**config.mk**
```make
export PLATFORM = sky130hd
export DESIGN_NAME = video_text_dump
export DESIGN_NICKNAME = d
export VERILOG_FILES = /design/src/rtl/video_text_dump.sv
export SDC_FILE = /design/constraint.sdc
export NUM_CORES = 1
export LEC_CHECK = 0
export ABC_AREA = 1
export CAP_MARGIN = 20
export CELL_PAD_IN_SITES_DETAIL_PLACEMENT = 1
export CELL_PAD_IN_SITES_GLOBAL_PLACEMENT = 1
export CORE_MARGIN = 4
export CORE_UTILIZATION = 44
export CTS_BUF_LIST = sky130_fd_sc_hd__clkbuf_4 sky130_fd_sc_hd__clkbuf_8 sky130_fd_sc_hd__clkbuf_16
export DETAILED_ROUTE_END_ITERATION = 10
export DONT_BUFFER_PORTS = 1
export PLACE_DENSITY_LB_ADDON = 0.2
export SLEW_MARGIN = 30
export SYNTH_ARGS = -nofsm -noshare
export SYNTH_HDL_FRONTEND = slang
export SYNTH_SLANG_ARGS = --single-unit
```
**constraint.sdc**
```tcl
create_clock -name clk -period 2 [get_ports clk]
set_input_delay 0.3 -clock clk [delete_from_list [all_inputs] [get_ports clk]]
set_output_delay 0.3 -clock clk [all_outputs]
set_load 0.02 [all_outputs]
```
**src/rtl/video_text_dump.sv**
```systemverilog
// Text-mode screen dumper: walks the character RAM row by row and
// streams each cell as a byte, with CR/LF after every row.
module video_text_dump #(
    parameter int          COLS       = 64,
    parameter int          ROWS       = 48,
    parameter int          ADDR_WIDTH = 12,
    parameter int          RD_LATENCY = 1,
    parameter logic [7:0]  SUB_CHAR   = 8'h2E
) (
    input  logic                  clk,
    input  logic                  reset_n,
    input  logic                  start,
    input  logic                  mem_ready,
    output logic [ADDR_WIDTH-1:0] rd_addr,
    output logic                  rd_en,
    input  logic [7:0]            rd_data,
    output logic [7:0]            tx_data,
    output logic                  tx_valid,
    input  logic                  tx_ready,
    output logic                  busy,
    output logic                  done
);

    localparam int CW = $clog2(COLS);
    localparam int RW = ADDR_WIDTH - CW;
    localparam int LW = (RD_LATENCY > 1) ? $clog2(RD_LATENCY) : 1;

    localparam logic [CW-1:0] COL_LAST = CW'(COLS - 1);
    localparam logic [RW-1:0] ROW_LAST = RW'(ROWS - 1);
    localparam logic [LW-1:0] LAT_LAST = LW'(RD_LATENCY - 1);

    typedef enum logic [2:0] {
        S_IDLE,
        S_READ,
        S_WAIT,
        S_SEND,
        S_CR,
        S_LF,
        S_FIN
    } state_t;

    state_t                r_state;
    state_t                w_next;
    logic [RW-1:0]         r_row;
    logic [RW-1:0]         w_row;
    logic [CW-1:0]         r_col;
    logic [CW-1:0]         w_col;
    logic [LW-1:0]         r_lat;
    logic [LW-1:0]         w_lat;
    logic [7:0]            r_tx_data;
    logic [7:0]            w_tx_data;
    logic                  r_tx_valid;
    logic                  r_rd_en;
    logic [ADDR_WIDTH-1:0] r_rd_addr;
    logic                  r_busy;
    logic                  r_done;
    logic                  w_accept;
    logic                  w_printable;

    assign w_accept    = r_tx_valid & tx_ready;
    assign w_printable = (rd_data >= 8'h20) && (rd_data < 8'h7F);

    // State, counters and all outputs; outputs follow the next state
    // so every port is a flop and the cell timing stays one per state.
    always_ff @(posedge clk) begin
        if (!reset_n) begin
            r_state    <= S_IDLE;
            r_row      <= '0;
            r_col      <= '0;
            r_lat      <= '0;
            r_tx_data  <= '0;
            r_tx_valid <= 1'b0;
            r_rd_en    <= 1'b0;
            r_rd_addr  <= '0;
            r_busy     <= 1'b0;
            r_done     <= 1'b0;
        end else begin
            r_state    <= w_next;
            r_row      <= w_row;
            r_col      <= w_col;
            r_lat      <= w_lat;
            r_tx_data  <= w_tx_data;
            r_rd_en    <= (w_next == S_READ);
            r_tx_valid <= (w_next == S_SEND) || (w_next == S_CR) ||
                          (w_next == S_LF);
            r_busy     <= (w_next != S_IDLE) && (w_next != S_FIN);
            r_done     <= (w_next == S_FIN);
            if (w_next == S_READ) begin
                r_rd_addr <= {w_row, w_col};
            end
        end
    end

    // Next-state, counter and byte selection; a lost mem_ready aborts.
    always_comb begin
        w_next    = r_state;
        w_row     = r_row;
        w_col     = r_col;
        w_lat     = r_lat;
        w_tx_data = r_tx_data;
        unique case (r_state)
            S_IDLE: begin
                if (start && mem_ready) begin
                    w_next = S_READ;
                    w_row  = '0;
                    w_col  = '0;
                end
            end
            S_READ: begin
                w_next = S_WAIT;
                w_lat  = '0;
            end
            S_WAIT: begin
                if (r_lat == LAT_LAST) begin
                    w_next    = S_SEND;
                    w_tx_data = w_printable ? rd_data : SUB_CHAR;
                end else begin
                    w_lat = r_lat + 1'b1;
                end
            end
            S_SEND: begin
                if (w_accept) begin
                    if (r_col != COL_LAST) begin
                        w_col  = r_col + 1'b1;
                        w_next = S_READ;
                    end else begin
                        w_col     = '0;
                        w_next    = S_CR;
                        w_tx_data = 8'h0D;
                    end
                end
            end
            S_CR: begin
                if (w_accept) begin
                    w_next    = S_LF;
                    w_tx_data = 8'h0A;
                end
            end
            S_LF: begin
                if (w_accept) begin
                    if (r_row != ROW_LAST) begin
                        w_row  = r_row + 1'b1;
                        w_next = S_READ;
                    end else begin
                        w_next = S_FIN;
                    end
                end
            end
            S_FIN: begin
                w_next = S_IDLE;
            end
            default: begin
                w_next = S_IDLE;
            end
        endcase
        if (!mem_ready && (r_state != S_IDLE) && (r_state != S_FIN)) begin
            w_next = S_IDLE;
        end
    end

    assign rd_addr  = r_rd_addr;
    assign rd_en    = r_rd_en;
    assign tx_data  = r_tx_data;
    assign tx_valid = r_tx_valid;
    assign busy     = r_busy;
    assign done     = r_done;

endmodule

```
==> impl_metrics.toml, run 1 <==
[routing]
final_antenna_net_count = 0
met2WireLength_um = 2390
vias_per_cell = 5.33
wl_um = 4870
drc = 0
wl_per_cell_um = 14.5
firstDrtPassIters = 4
wl_met3_um = 201
highest_layer = "met4"
initialDrtViolationCount = 86
met1Wirelength_um = 2230
vias = 1784

[floorplanning]
die_w_um = 73.6
pin_count = 37
die_h_um = 73.6
fp-row-count = 23
core_um2 = 4090
dieArea_um2 = 5420
start_util_pct = 46.4

[placement]
gp_congestion = 0.762
io_buffers = 0
place_inst = 324
hpwl_um = 3540
post-place-ws_ps = 89.2

[min_path]
hp-class = "input port to flip-flop"

[layout]
nNetsFinal = 300
drive_above_1_share_pct = 14.0
antenna_cells = 0
finalNonFillerCells = 335
synthToLayoutAreaGrowth_pct = 11.4
n_fill_cell = 548

[worst_setup_path]
endpoint = "rd_addr[11]"
rr_worst_depth = 7
path_max_fanout = 9
path_buf_inv = 1
rrSetupSlack_ps = 160
cp_cell_sequence = "inv_2, o31ai_4, nand2_2, nand2_4, nor2_4, nor2_1, nor2_1"
crit_family = "simple AND/OR/NAND/NOR gates"
crit_start = "r_state[2]"
startpoint_type = "flip-flop"
reg2reg_from = "r_state[2]"
r2r_end = "rd_addr[11]"
path_depth = 7
cp_slowest_cell = "dfxtp_1"
worst-setup-path-type = "flip-flop to flip-flop"
crit_arrival_ps = 2030
cpPeakStageDelay_ps = 500
crit_top_cell = "nor2_1"
critPathCaptureType = "flip-flop"
crit_required_ps = 2190

[synthesis]
synth_area_per_cell_um2 = 6.89
netlist.top_cell.by_area = "dfxtp_1"
synth_area_um2 = 1890
synth.area.top_cells = "dfxtp_1, nand2_1, nor2_1"
synth-seq-cells = 39
ys.warnings.count = 0
synth_top_flop_cell = "dfxtp_1"
synth_nets = 290
yosysSeqAreaShare_pct = 41.2
synth_top_area_share_pct = 41.2
ys_async_sr_fraction_pct = 0
ys_types = 32
synth-edff-count = 0
synth.most_common_cell = "nand2_1"
synth_common_cells = "nand2_1, nor2_1, dfxtp_1"
synthCells = 275

[clock_network]
clockRootBuffer = "clkbuf_8"
clock_path_buffers = 2
cts.sinks = 39
cts_tree = "built"
cts_max_level = 2
clk_pin_slew_ps = 80
numCtsBuffers = 5
worstSkewPairLatency_ps = 290

[sta]
finalHoldViolations = 0
tightest_slew_ps = 565
period_minus_slack_ps = 1840
timing.final.crit_share_pct = 92.1
setup_violations = 0
finalClockSkew_ps = 8.83
finalMaxSlewViolations = 0
tns_ps = 0
fin_ws_ps = 157
slew_headroom_pct = 62.1
max_clock_freq_mhz = 543
rsz0062_at_grt = "no"

[global_routing]
grtUsageTotal_pct = 18.6
grt_pass1_wl_um = 7850
grt_pass1_vias = 1745
grt_max_degree = 21
gr-total-overflow = 0
antenna_found_initial = 0

[job]
maxCapViolCount = 0

[power_and_ir_drop]
vdd_drop_max_v = 0.000427
power_density_nw_per_um2 = 905
p_leak_nw = 0.929

[status]
outcome = "finished clean"
-- through the flow --
stage | hold WS [ps] | total power, mW | util [%] | instance area (um^2)
detailed placement | 430 | 1.36 | 47.9 | 1960
finish | 128 | 1.91 | 51.6 | 2110
global placement | 427 | 1.34 | 47.9 | 1960
global route | 120 | 2.03 | 51.6 | 2110
floorplan | 462 | 1.28 | - | 1890
CTS | 118 | 1.89 | 50.1 | 2050
-- power breakdown --
part,switching [mW],internal [mW],total (mW)
clock network,0.263,0.270,0.533
logic,0.244,0.137,0.381
registers,0.139,0.856,0.995
total,0.646,1.26,1.91
-- metal layers --
layer,global-route usage (%),vias to the layer above
li1,-,911
met1,22.9,843
met2,31.4,24
met3,5.20,6
met4,5.43,0
met5,0,-
-- worst min path at each step --
stage	start	cells after the start	endpoint	slack, ps
2_1_floorplan	rd_data[3]	2	tx_data[3]	460
3_3_place_gp	reset_n	2	rd_addr[5]	430
3_5_place_dp	reset_n	2	rd_addr[0]	430
4_1_cts	reset_n	2	rd_addr[0]	120
5_1_grt	reset_n	2	rd_addr[11]	120
6_report	reset_n	2	rd_addr[0]	130
-- layout make-up --
cell class | instances | area (um^2) | area share (%)
Sequential cell | 39 | 783 | 37.1
Tap cell | 50 | 62.6 | 2.97
Multi-Input combinational cell | 206 | 1030 | 48.8
Timing Repair Buffer | 6 | 45.0 | 2.14
Clock inverter | 1 | 5.00 | 0.237
Clock buffer | 6 | 82.6 | 3.91
Inverter | 27 | 101 | 4.80
-- registers in the layout, indices dropped and copies added (netlist names) --
register	count
r_col	6
tx_data	8
r_state	3
r_row	6
rd_addr	12
done	1
busy	1
rd_en	1
tx_valid	1
-- worst reg2reg max path: stages, from the launching register on --
cell and delay [ps]:
dfxtp_1 500, inv_2 120, o31ai_4 480, nand2_2 210, nand2_4 200, nor2_4 90, nor2_1 90, nor2_1 50
-- cells in the final DEF, fill, tap and decap left out, types with 3 or more instances in the layout --
cell type	count
nand2_1	66
nor2_1	56
dfxtp_1	37
inv_1	20
nand3_1	13
o21ai_0	12
a21oi_1	11
nor3_1	8
inv_2	6
clkbuf_8	6
buf_4	6
o21ai_1	5
nand2_2	4
nand3_2	3
nor2_2	3
o21bai_1	3
-- kinds of logic after synthesis --
kind of cell	after synthesis	share of synthesized area [%]
AND/OR/NAND/NOR	159	36.5
AO/OA/AOI/OAI	42	13.7
flip-flops	39	41.2
buffers and inverters	32	6.80
adder cells (fa/ha/maj)	2	1.32
XOR/XNOR	1	0.462
-- what timing repair did --
item	CTS	global route
gates resized for setup	0	8
hold buffers	0	0
endpoints found under the setup margin	0	15
buffers inserted	0	2
Power figures use the tool's default switching activity.
==> run 2: changes to the inputs <==
==> config.mk (replaced) <==
export PLATFORM = sky130hd
export DESIGN_NAME = video_text_dump
export DESIGN_NICKNAME = d
export VERILOG_FILES = /design/src/rtl/video_text_dump.sv
export SDC_FILE = /design/constraint.sdc
export NUM_CORES = 1
export LEC_CHECK = 0
export CAP_MARGIN = 20
export CELL_PAD_IN_SITES_DETAIL_PLACEMENT = 1
export CELL_PAD_IN_SITES_GLOBAL_PLACEMENT = 1
export CORE_MARGIN = 4
export CORE_UTILIZATION = 47
export CTS_BUF_LIST = sky130_fd_sc_hd__clkbuf_4 sky130_fd_sc_hd__clkbuf_8 sky130_fd_sc_hd__clkbuf_16
export DETAILED_ROUTE_END_ITERATION = 10
export DONT_BUFFER_PORTS = 1
export PLACE_DENSITY_LB_ADDON = 0.1
export SLEW_MARGIN = 30
export SYNTH_ARGS = -nofsm -noshare
export SYNTH_HDL_FRONTEND = slang
export SYNTH_SLANG_ARGS = --single-unit
export TNS_END_PERCENT = 5
==> run 2 against run 1 <==
  * Sequential share of layout area is 4.8 points lower
  * Register-to-register slack got worse by 70 ps
  * Clock skew is 4.5 ps lower
==> impl_metrics.toml, run 2 <==
[clock_network]
worstSkewPairLatency_ps = 290
cts_max_level = 2
hold_buffers = 0
cts.sinks = 39
clk_pin_slew_ps = 70
numCtsBuffers = 5
clock_path_buffers = 2
clockRootBuffer = "clkbuf_8"
cts_tree = "built"

[sta]
tightest_slew_ps = 384
setup_violations = 0
finalMaxSlewViolations = 0
tns_ps = 0
timing.final.crit_share_pct = 95.5
finalHoldViolations = 0
max_clock_freq_mhz = 523
hold_slack_ps = 138
finalClockSkew_ps = 4.34
slew_headroom_pct = 74.3
rsz0062_at_grt = "yes"
period_minus_slack_ps = 1910

[worst_setup_path]
startpoint_type = "flip-flop"
path_max_fanout = 12
worst-setup-path-type = "flip-flop to flip-flop"
cp_cell_sequence = "and4b_1, a32oi_1, o31a_2, nand4_4, buf_12, mux2_4"
crit_required_ps = 2180
crit_arrival_ps = 2090
cpPeakStageDelay_ps = 500
critPathCaptureType = "flip-flop"
cp_slowest_cell = "dfxtp_1"

[placement]
placed_cell_area_um2 = 2270
place_inst = 302
io_buffers = 0
gp_congestion = 0.913
hpwl_um = 4350

[status]
outcome = "finished clean"

[synthesis]
ys.warnings.count = 0
yosysSeqAreaShare_pct = 37.8
synth-edff-count = 0
netlist.top_cell.by_area = "dfxtp_1"
ys_async_sr_fraction_pct = 0
synthCells = 235
synth_area_um2 = 2070
synth_top_area_share_pct = 37.8
ys_types = 59
synth.most_common_cell = "dfxtp_1"
synth.area.top_cells = "dfxtp_1, nand2_1, mux2_4"
synth_common_cells = "dfxtp_1, nand2_1, nor2_1"
synth_area_per_cell_um2 = 8.79
synth_top_flop_cell = "dfxtp_1"
synth_nets = 250
synth-seq-cells = 39

[power_and_ir_drop]
p_leak_nw = 0.958
power_density_nw_per_um2 = 703
vdd_drop_max_v = 0.000376

[layout]
ff_latch_area_um2 = 785
final_cell_mix = "dfxtp_1, buf_4, nand2_1"
multi_input_area_um2 = 1210
final_common_cell = "dfxtp_1"
largest_reg_flops = 12
stdcell_area_um2 = 2420
finalNonFillerCells = 311
antenna_cells = 0
fin_util_pct = 58.9
drive_above_1_share_pct = 22.6
synthToLayoutAreaGrowth_pct = 17.4
n_fill_cell = 498
nNetsFinal = 275

[routing]
vias = 1908
final_antenna_net_count = 0
highest_layer = "met4"
wl_per_cell_um = 19.1
initialDrtViolationCount = 71
drc = 0
firstDrtPassIters = 4
wl_um = 5950
vias_per_cell = 6.14
met2WireLength_um = 2790
met1Wirelength_um = 2620
wl_met3_um = 362

[job]
maxCapViolCount = 0

[min_path]
hp-class = "input port to flip-flop"

[global_routing]
gr-total-overflow = 0
grtUsageTotal_pct = 23.6
antenna_found_initial = 0
grt_pass1_vias = 2079
grt_pass1_wl_um = 10100
grt_max_degree = 31

[floorplanning]
start_util_pct = 50.2
fp-row-count = 23
core_um2 = 4120
pin_count = 37
die_h_um = 74.3
die_w_um = 74.3
dieArea_um2 = 5520
-- run 2: final cells by class --
cell class,count,share of cell area [%]
Timing Repair Buffer,28,9.18
Multi-Input combinational cell,180,50.1
Tap cell,50,2.58
Clock inverter,2,1.44
Sequential cell,39,32.4
Clock buffer,6,3.41
Inverter,6,0.929
-- run 2: path summary, 6_finish.rpt --
check	from	slack (ps)	cells after the start	endpoint
setup reg to reg	r_state[1]	90	6	rd_addr[8]
hold reg to reg	r_col[5]	550	1	r_col[5]
hold / removal	reset_n	140	2	r_col[1]
setup / recovery	r_state[1]	90	6	rd_addr[8]
-- run 2: report_power, final --
| part | switching (mW) | internal, mW |
|---|---|---|
| Sequential | 0.0344 | 0.794 |
| Combinational | 0.106 | 0.0895 |
| Clock | 0.278 | 0.404 |
| Total | 0.418 | 1.29 |
-- run 2: kinds of logic after synthesis --
family,after synthesis,synth area share [%]
muxes,12,7.39
and+or+nand+nor,100,27.1
DFF,39,37.8
adders and majority gates,2,1.21
buffers and inverters,16,3.82
AOI/OAI and AO/OA,66,22.7
-- run 2: per-stage QoR --
step                      setup WS (ps)  power, mW
after floorplan                     142      0.976
after global placement             71.5       1.02
after detailed placement          -5.20       1.03
after CTS                          64.6       1.72
after global routing              -16.2       1.78
final                              89.4       1.71
-- run 2: per-layer routing --
metal  GRT usage (%)  vias to the layer above
met5               0                        -
met2            38.7                       52
met1            29.1                      918
met4            9.88                        0
li1                -                      916
met3            6.89                       22
-- run 2: timing repair --
item	4_1_cts	5_1_grt
endpoints found under the hold margin	0	0
buffers inserted	1	0
resized for setup	0	6
setup endpoints to repair	6	12
pin swaps	1	0
-- run 2: critical path, delay by kind of cell (launching register included) --
family | cells | cell delay [ps]
mux | 1 | 300
flops | 1 | 500
simple gates | 2 | 400
compound gates | 2 | 430
buf+inv | 1 | 180
